## src/rtl/ro_meter_pkg.sv

```systemverilog
// Shared types and default sizing for the ring-oscillator frequency meter.
// The state enum is common to the top-level FSM and any tooling that decodes it.
package ro_meter_pkg;

  typedef enum logic [1:0] {
    IDLE   = 2'd0,
    COUNT  = 2'd1,
    REPORT = 2'd2
  } state_e;

  localparam int GATE_W_DEF      = 16;
  localparam int CNT_W_DEF       = 16;
  localparam int SYNC_STAGES_DEF = 2;

  localparam logic [CNT_W_DEF-1:0] CNT_MAX = {CNT_W_DEF{1'b1}};

endpackage

```

## src/rtl/ro_freq_meter_if.sv

```systemverilog
// Result port of the frequency meter: count plus qualifiers on a valid/ready handshake.
// The master side is the meter, the slave side is the result consumer.
interface ro_freq_meter_if #(
  parameter int CNT_W = ro_meter_pkg::CNT_W_DEF
);

  logic [CNT_W-1:0] count_o;
  logic             count_valid_o;
  logic             count_ready_i;
  logic             saturated_o;
  logic             overrun_o;

  modport master (
    output count_o,
    output count_valid_o,
    output saturated_o,
    output overrun_o,
    input  count_ready_i
  );

  modport slave (
    input  count_o,
    input  count_valid_o,
    input  saturated_o,
    input  overrun_o,
    output count_ready_i
  );

endinterface

```

## src/rtl/ro_sync_edge.sv

```systemverilog
// Brings the asynchronous divided RO clock into clk_i and emits a registered
// one-cycle pulse per rising edge, SYNC_STAGES+1 cycles after the input rises.
module ro_sync_edge #(
  parameter int SYNC_STAGES = ro_meter_pkg::SYNC_STAGES_DEF
) (
  input  logic clk_i,
  input  logic rst_i,
  input  logic async_i,
  output logic edge_o
);

  logic [SYNC_STAGES-1:0] sync_q;
  logic                   prev_q;
  logic                   edge_q;

  always_ff @(posedge clk_i) begin
    if (rst_i) begin
      sync_q <= '0;
      prev_q <= 1'b0;
      edge_q <= 1'b0;
    end else begin
      sync_q <= {sync_q[SYNC_STAGES-2:0], async_i};
      prev_q <= sync_q[SYNC_STAGES-1];
      edge_q <= sync_q[SYNC_STAGES-1] & ~prev_q;
    end
  end

  assign edge_o = edge_q;

endmodule

```

## src/rtl/ro_freq_meter.sv

```systemverilog
// Counts synchronized ring-oscillator edges over a gate window of clk_i cycles
// and presents the result through a valid/ready port with saturation and overrun flags.
module ro_freq_meter
  import ro_meter_pkg::*;
#(
  parameter int GATE_W      = GATE_W_DEF,
  parameter int CNT_W       = CNT_W_DEF,
  parameter int SYNC_STAGES = SYNC_STAGES_DEF
) (
  input  logic              clk_i,
  input  logic              rst_i,
  input  logic              ro_clk_i,
  input  logic [GATE_W-1:0] gate_cycles_i,
  input  logic              start_i,
  input  logic              cont_i,
  output logic              busy_o,
  ro_freq_meter_if.master   res_if
);

  localparam logic [CNT_W-1:0]  CNT_TOP  = {CNT_W{1'b1}};
  localparam logic [GATE_W-1:0] GATE_ONE = GATE_W'(1);

  state_e            state_q;
  logic [GATE_W-1:0] gate_q;
  logic [CNT_W-1:0]  cnt_q;
  logic              sat_q;
  logic [CNT_W-1:0]  count_q;
  logic              valid_q;
  logic              sat_out_q;
  logic              overrun_q;

  logic              ro_edge;
  logic [CNT_W-1:0]  cnt_d;
  logic              sat_d;
  logic [GATE_W-1:0] gate_d;
  logic              load_d;

  ro_sync_edge #(
    .SYNC_STAGES(SYNC_STAGES)
  ) u_sync_edge (
    .clk_i  (clk_i),
    .rst_i  (rst_i),
    .async_i(ro_clk_i),
    .edge_o (ro_edge)
  );

  // Window counter value including this cycle's pulse, so the last COUNT cycle's edge lands in the result.
  always_comb begin
    cnt_d  = cnt_q;
    sat_d  = sat_q;
    gate_d = (gate_cycles_i == '0) ? GATE_ONE : gate_cycles_i;
    load_d = (state_q == COUNT) && (gate_q == GATE_ONE);
    if (ro_edge && (cnt_q != CNT_TOP)) begin
      cnt_d = cnt_q + 1'b1;
    end
    if (cnt_d == CNT_TOP) begin
      sat_d = 1'b1;
    end
  end

  always_ff @(posedge clk_i) begin
    if (rst_i) begin
      state_q   <= IDLE;
      gate_q    <= '0;
      cnt_q     <= '0;
      sat_q     <= 1'b0;
      count_q   <= '0;
      valid_q   <= 1'b0;
      sat_out_q <= 1'b0;
      overrun_q <= 1'b0;
    end else begin
      case (state_q)
        IDLE: begin
          if (start_i || cont_i) begin
            state_q <= COUNT;
            gate_q  <= gate_d;
            cnt_q   <= '0;
            sat_q   <= 1'b0;
          end
        end
        COUNT: begin
          cnt_q <= cnt_d;
          sat_q <= sat_d;
          if (gate_q == GATE_ONE) begin
            state_q <= REPORT;
          end else begin
            gate_q <= gate_q - 1'b1;
          end
        end
        REPORT: begin
          if (cont_i) begin
            state_q <= COUNT;
            gate_q  <= gate_d;
            cnt_q   <= '0;
            sat_q   <= 1'b0;
          end else begin
            state_q <= IDLE;
          end
        end
        default: state_q <= IDLE;
      endcase

      // A simultaneous accept frees the slot, so only an unaccepted result counts as overwritten.
      if (load_d) begin
        count_q   <= cnt_d;
        sat_out_q <= sat_d;
        valid_q   <= 1'b1;
        if (valid_q && !res_if.count_ready_i) begin
          overrun_q <= 1'b1;
        end
      end else if (valid_q && res_if.count_ready_i) begin
        valid_q <= 1'b0;
      end

      if ((state_q == IDLE) && start_i) begin
        overrun_q <= 1'b0;
      end
    end
  end

  assign busy_o               = (state_q != IDLE);
  assign res_if.count_o       = count_q;
  assign res_if.count_valid_o = valid_q;
  assign res_if.saturated_o   = sat_out_q;
  assign res_if.overrun_o     = overrun_q;

endmodule

```

## src/flat_wrapper.sv

```systemverilog
// flat-port wrapper written by rule: the top's interface ports become plain ports
module ro_freq_meter_flat import ro_meter_pkg::*;
#(
  parameter int GATE_W      = GATE_W_DEF,
  parameter int CNT_W       = CNT_W_DEF,
  parameter int SYNC_STAGES = SYNC_STAGES_DEF
)
  (clk_i, rst_i, ro_clk_i, gate_cycles_i, start_i, cont_i, busy_o, res_if_count_o, res_if_count_valid_o, res_if_saturated_o, res_if_overrun_o, res_if_count_ready_i);
  ro_freq_meter_if #(.CNT_W(CNT_W)) res_if_i ();
  input  logic clk_i;
  input  logic rst_i;
  input  logic ro_clk_i;
  input  logic [GATE_W-1:0] gate_cycles_i;
  input  logic start_i;
  input  logic cont_i;
  output logic busy_o;
  output wire logic [$bits(res_if_i.count_o)-1:0] res_if_count_o;
  output wire logic [$bits(res_if_i.count_valid_o)-1:0] res_if_count_valid_o;
  output wire logic [$bits(res_if_i.saturated_o)-1:0] res_if_saturated_o;
  output wire logic [$bits(res_if_i.overrun_o)-1:0] res_if_overrun_o;
  input wire logic [$bits(res_if_i.count_ready_i)-1:0] res_if_count_ready_i;
  assign res_if_count_o = res_if_i.count_o;
  assign res_if_count_valid_o = res_if_i.count_valid_o;
  assign res_if_saturated_o = res_if_i.saturated_o;
  assign res_if_overrun_o = res_if_i.overrun_o;
  assign res_if_i.count_ready_i = res_if_count_ready_i;
  ro_freq_meter #(.GATE_W(GATE_W), .CNT_W(CNT_W), .SYNC_STAGES(SYNC_STAGES)) u_core (.clk_i(clk_i), .rst_i(rst_i), .ro_clk_i(ro_clk_i), .gate_cycles_i(gate_cycles_i), .start_i(start_i), .cont_i(cont_i), .busy_o(busy_o), .res_if(res_if_i));
endmodule
```

## config.mk

```make
export PLATFORM = sky130hd
export DESIGN_NAME = ro_freq_meter_flat
export DESIGN_NICKNAME = d
export VERILOG_FILES = /design/src/rtl/ro_meter_pkg.sv /design/src/rtl/ro_freq_meter_if.sv /design/src/rtl/ro_sync_edge.sv /design/src/rtl/ro_freq_meter.sv /design/src/flat_wrapper.sv
export SDC_FILE = /design/constraint.sdc
export NUM_CORES = 1
export LEC_CHECK = 0
export CORE_MARGIN = 2
export CORE_UTILIZATION = 36
export DETAILED_ROUTE_END_ITERATION = 8
export GPL_ROUTABILITY_DRIVEN = 0
export GPL_TIMING_DRIVEN = 0
export SLEW_MARGIN = 20
export SYNTH_ARGS = -nofsm -noshare
export SYNTH_HDL_FRONTEND = slang
export SYNTH_SLANG_ARGS = --single-unit
```

## constraint.sdc

```tcl
create_clock -name clk_i -period 5 [get_ports clk_i]
set_clock_uncertainty 0.15 [all_clocks]
set_input_delay 1 -clock clk_i [delete_from_list [all_inputs] [get_ports clk_i]]
set_output_delay 1 -clock clk_i [all_outputs]
set_load 0.01 [all_outputs]
```

==> impl_metrics.tcl <==
set metrics [dict create \
    min-delay-path-class "flop to flop" \
    drv_cap 0 \
    layout_common_cells "dfxtp_1 (58), nand2_1 (48), a21oi_1 (43)" \
    setup_slack_ns 2.155 \
    max_freq_mhz 351.5 \
    synth_fp_nets 433 \
    instances_no_fill 573 \
    via_per_inst 5.771 \
    synthArstFlopShare 0 \
    h-tree-depth 3 \
    num_rows 34 \
    p_leak_nw 1.361 \
    start_kind "primary input" \
    timing_worst_setup_path_type "primary input to flop" \
    die_w_um 98.24 \
    holdBufCountCts 0 \
    hpwl_um 6772 \
    peakVddDrop_uv 116.2 \
    placed_cells 557 \
    avgSynthCellArea_um2 7.835 \
    place_ws_ns 1.845 \
    synth_edf_count 0 \
    cp_data_required_time_ns 5.05 \
    worst_pin_slew_ns 0.7347 \
    fp.dieArea_um2 9650 \
    wl_um 9475 \
    outcome "complete, no violations" \
    rsz0062_at_grt "false" \
    vias 3307 \
    cts_tree "built" \
    drt_iter0_markers 125 \
    worstSetupEndpointType "flop" \
    grt_first_pass_wirelength_um 14990 \
    ioPinCount 42 \
    synthCells 408 \
    arrival_ns 2.90 \
    cts_resized 0 \
    ys_seq_elements 58 \
    post-cts-setup-buffers 0 \
    grtUsageTotal 0.1941 \
    num-nets-final 485 \
    clockBufferDepth 2 \
    clock_latency_ns 0.34 \
    numCtsBuffers 9 \
    gr-total-overflow 0 \
    drive_gt1_frac 0.09247 \
    maxSlewViolCount 0 \
    drtAntennaViolNets 0 \
    synth_flop_cell "dfxtp_1" \
    initial_utilization 0.3684 \
    slew_headroom 0.5102 \
    final_common_cell "dfxtp_1" \
    synth_seq_area_share 0.3632 \
    grt_pass1_vias 2972 \
    drcViolationCount 0 \
    hold_viol 0 \
    antenna_found_initial 0 \
    coreArea_um2 8678 \
    io_buffers 41 \
    setup_tns_ns 0 \
    dr.pass1.iters 5 \
    areaGrowthSynthToFinish_pct 22.19 \
    power.density_nw_per_um2 268.2 \
    grt_max_degree 11 \
    period_share 0.5690 \
    setup_violations 0 \
    cts.clk_slew.worst_paths_ns 0.07 \
    syn_area_um2 3197 \
    yosysWarnings 0 \
    critPathMaxFanout 10 \
    ys_types 59 \
    die_y_um 98.24 \
    clkSinkCount 58 \
    cts_root_buffer "clkbuf_8" \
    diodes 0 \
    wl_per_cell_um 16.54 \
    hold_ws_ns 0.2311 \
    min_period_ns 2.845 \
]
## report_power, final
part	switching (mW)	leakage, nW	total (mW)	internal, mW
clock	0.183	0.0872	0.375	0.191
sequential	0.0190	0.472	0.498	0.479
combinational	0.105	0.802	0.175	0.0698
total	0.308	1.36	1.05	0.740
## per-stage QoR
stage,power [mW],util,instance area [um2]
2_1_floorplan,0.6181,-,3197
5_1_grt,1.096,0.4501,3906
3_3_place_gp,0.6775,0.4312,3742
6_report,1.048,0.4501,3906
4_1_cts,1.055,0.4501,3906
3_5_place_dp,0.6805,0.4312,3742
## sequential cells by signal, summed over array words and instances, names as in the netlist
register                     flops
u_core.u_sync_edge.sync_q        2
u_core.res_if.saturated_o        1
u_core.res_if.count_o           16
u_core.state_q                   2
u_core.sat_q                     1
u_core.u_sync_edge.edge_o        1
u_core.res_if.overrun_o          1
u_core.u_sync_edge.prev_q        1
u_core.res_if.count_valid_o      1
u_core.cnt_q                    16
u_core.gate_q                   16
## logic make-up after synthesis
kind of cell | Yosys count | synth area share
muxes | 3 | 0.01018
xor gates and xnor gates | 8 | 0.02192
buffers and inverters | 37 | 0.04971
DFF | 58 | 0.3632
adders and majority gates | 3 | 0.01174
and+or+nand+nor | 178 | 0.3049
AOI/OAI and AO/OA | 121 | 0.2384
## cell type report
class | count | area, um2
inverters | 7 | 26.28
clock inverters | 3 | 15.01
flip-flops and latches | 58 | 1161
plain buffers | 30 | 132.6
clock buffers | 13 | 148.9
multi-input cells | 313 | 1877
fillers | 927 | 4772
well taps | 108 | 135.1
repair buffers | 41 | 410.4
## metal layers
metal / global-route usage / up-vias / share of wire
met4: 0.05901 / 0 / 0.013
li1: - / 1605 / -
met3: 0.04796 / 14 / 0.060
met5: 0 / - / 0
met2: 0.3282 / 125 / 0.48
met1: 0.2451 / 1563 / 0.45
## worst max-delay path, stage by stage
cell and delay, ns:
clkdlybuf4s50_1 0.49, nor2_1 0.06, a2bb2oi_1 0.16, a31oi_1 0.47, buf_2 0.35, o21ai_0 0.15, a2bb2oi_1 0.16, nor2_1 0.05
## worst paths after layout
path | from | to | slack [ns] | depth (start not counted)
setup / recovery | start_i | u_core.gate_q[7] | 2.15 | 8
hold / removal | u_core.u_sync_edge.prev_q | u_core.u_sync_edge.edge_o | 0.23 | 1
setup reg to reg | u_core.cnt_q[1] | u_core.sat_q | 2.38 | 8
hold reg to reg | u_core.u_sync_edge.prev_q | u_core.u_sync_edge.edge_o | 0.23 | 1
## Yosys cell counts, drive strengths merged, types with 5 or more instances
library cell   n  area [um2]
or3            6       37.54
nand4         11       87.59
nand2         49       186.4
clkbuf        21       80.07
nor2          39       148.9
nor2b          6       37.54
nand3         16       80.08
a211oi        13       97.59
a21oi         43       215.2
nand2b         5       31.28
nor3          19       121.4
a22oi          6       45.04
buf            9       52.55
a31oi          7       43.79
o21ai         23       115.1
nor4           9       98.84
and4           5       43.79
xor2           6       52.55
inv            7       26.28
dfxtp         58        1161
(Power assumes the default switching activity.)
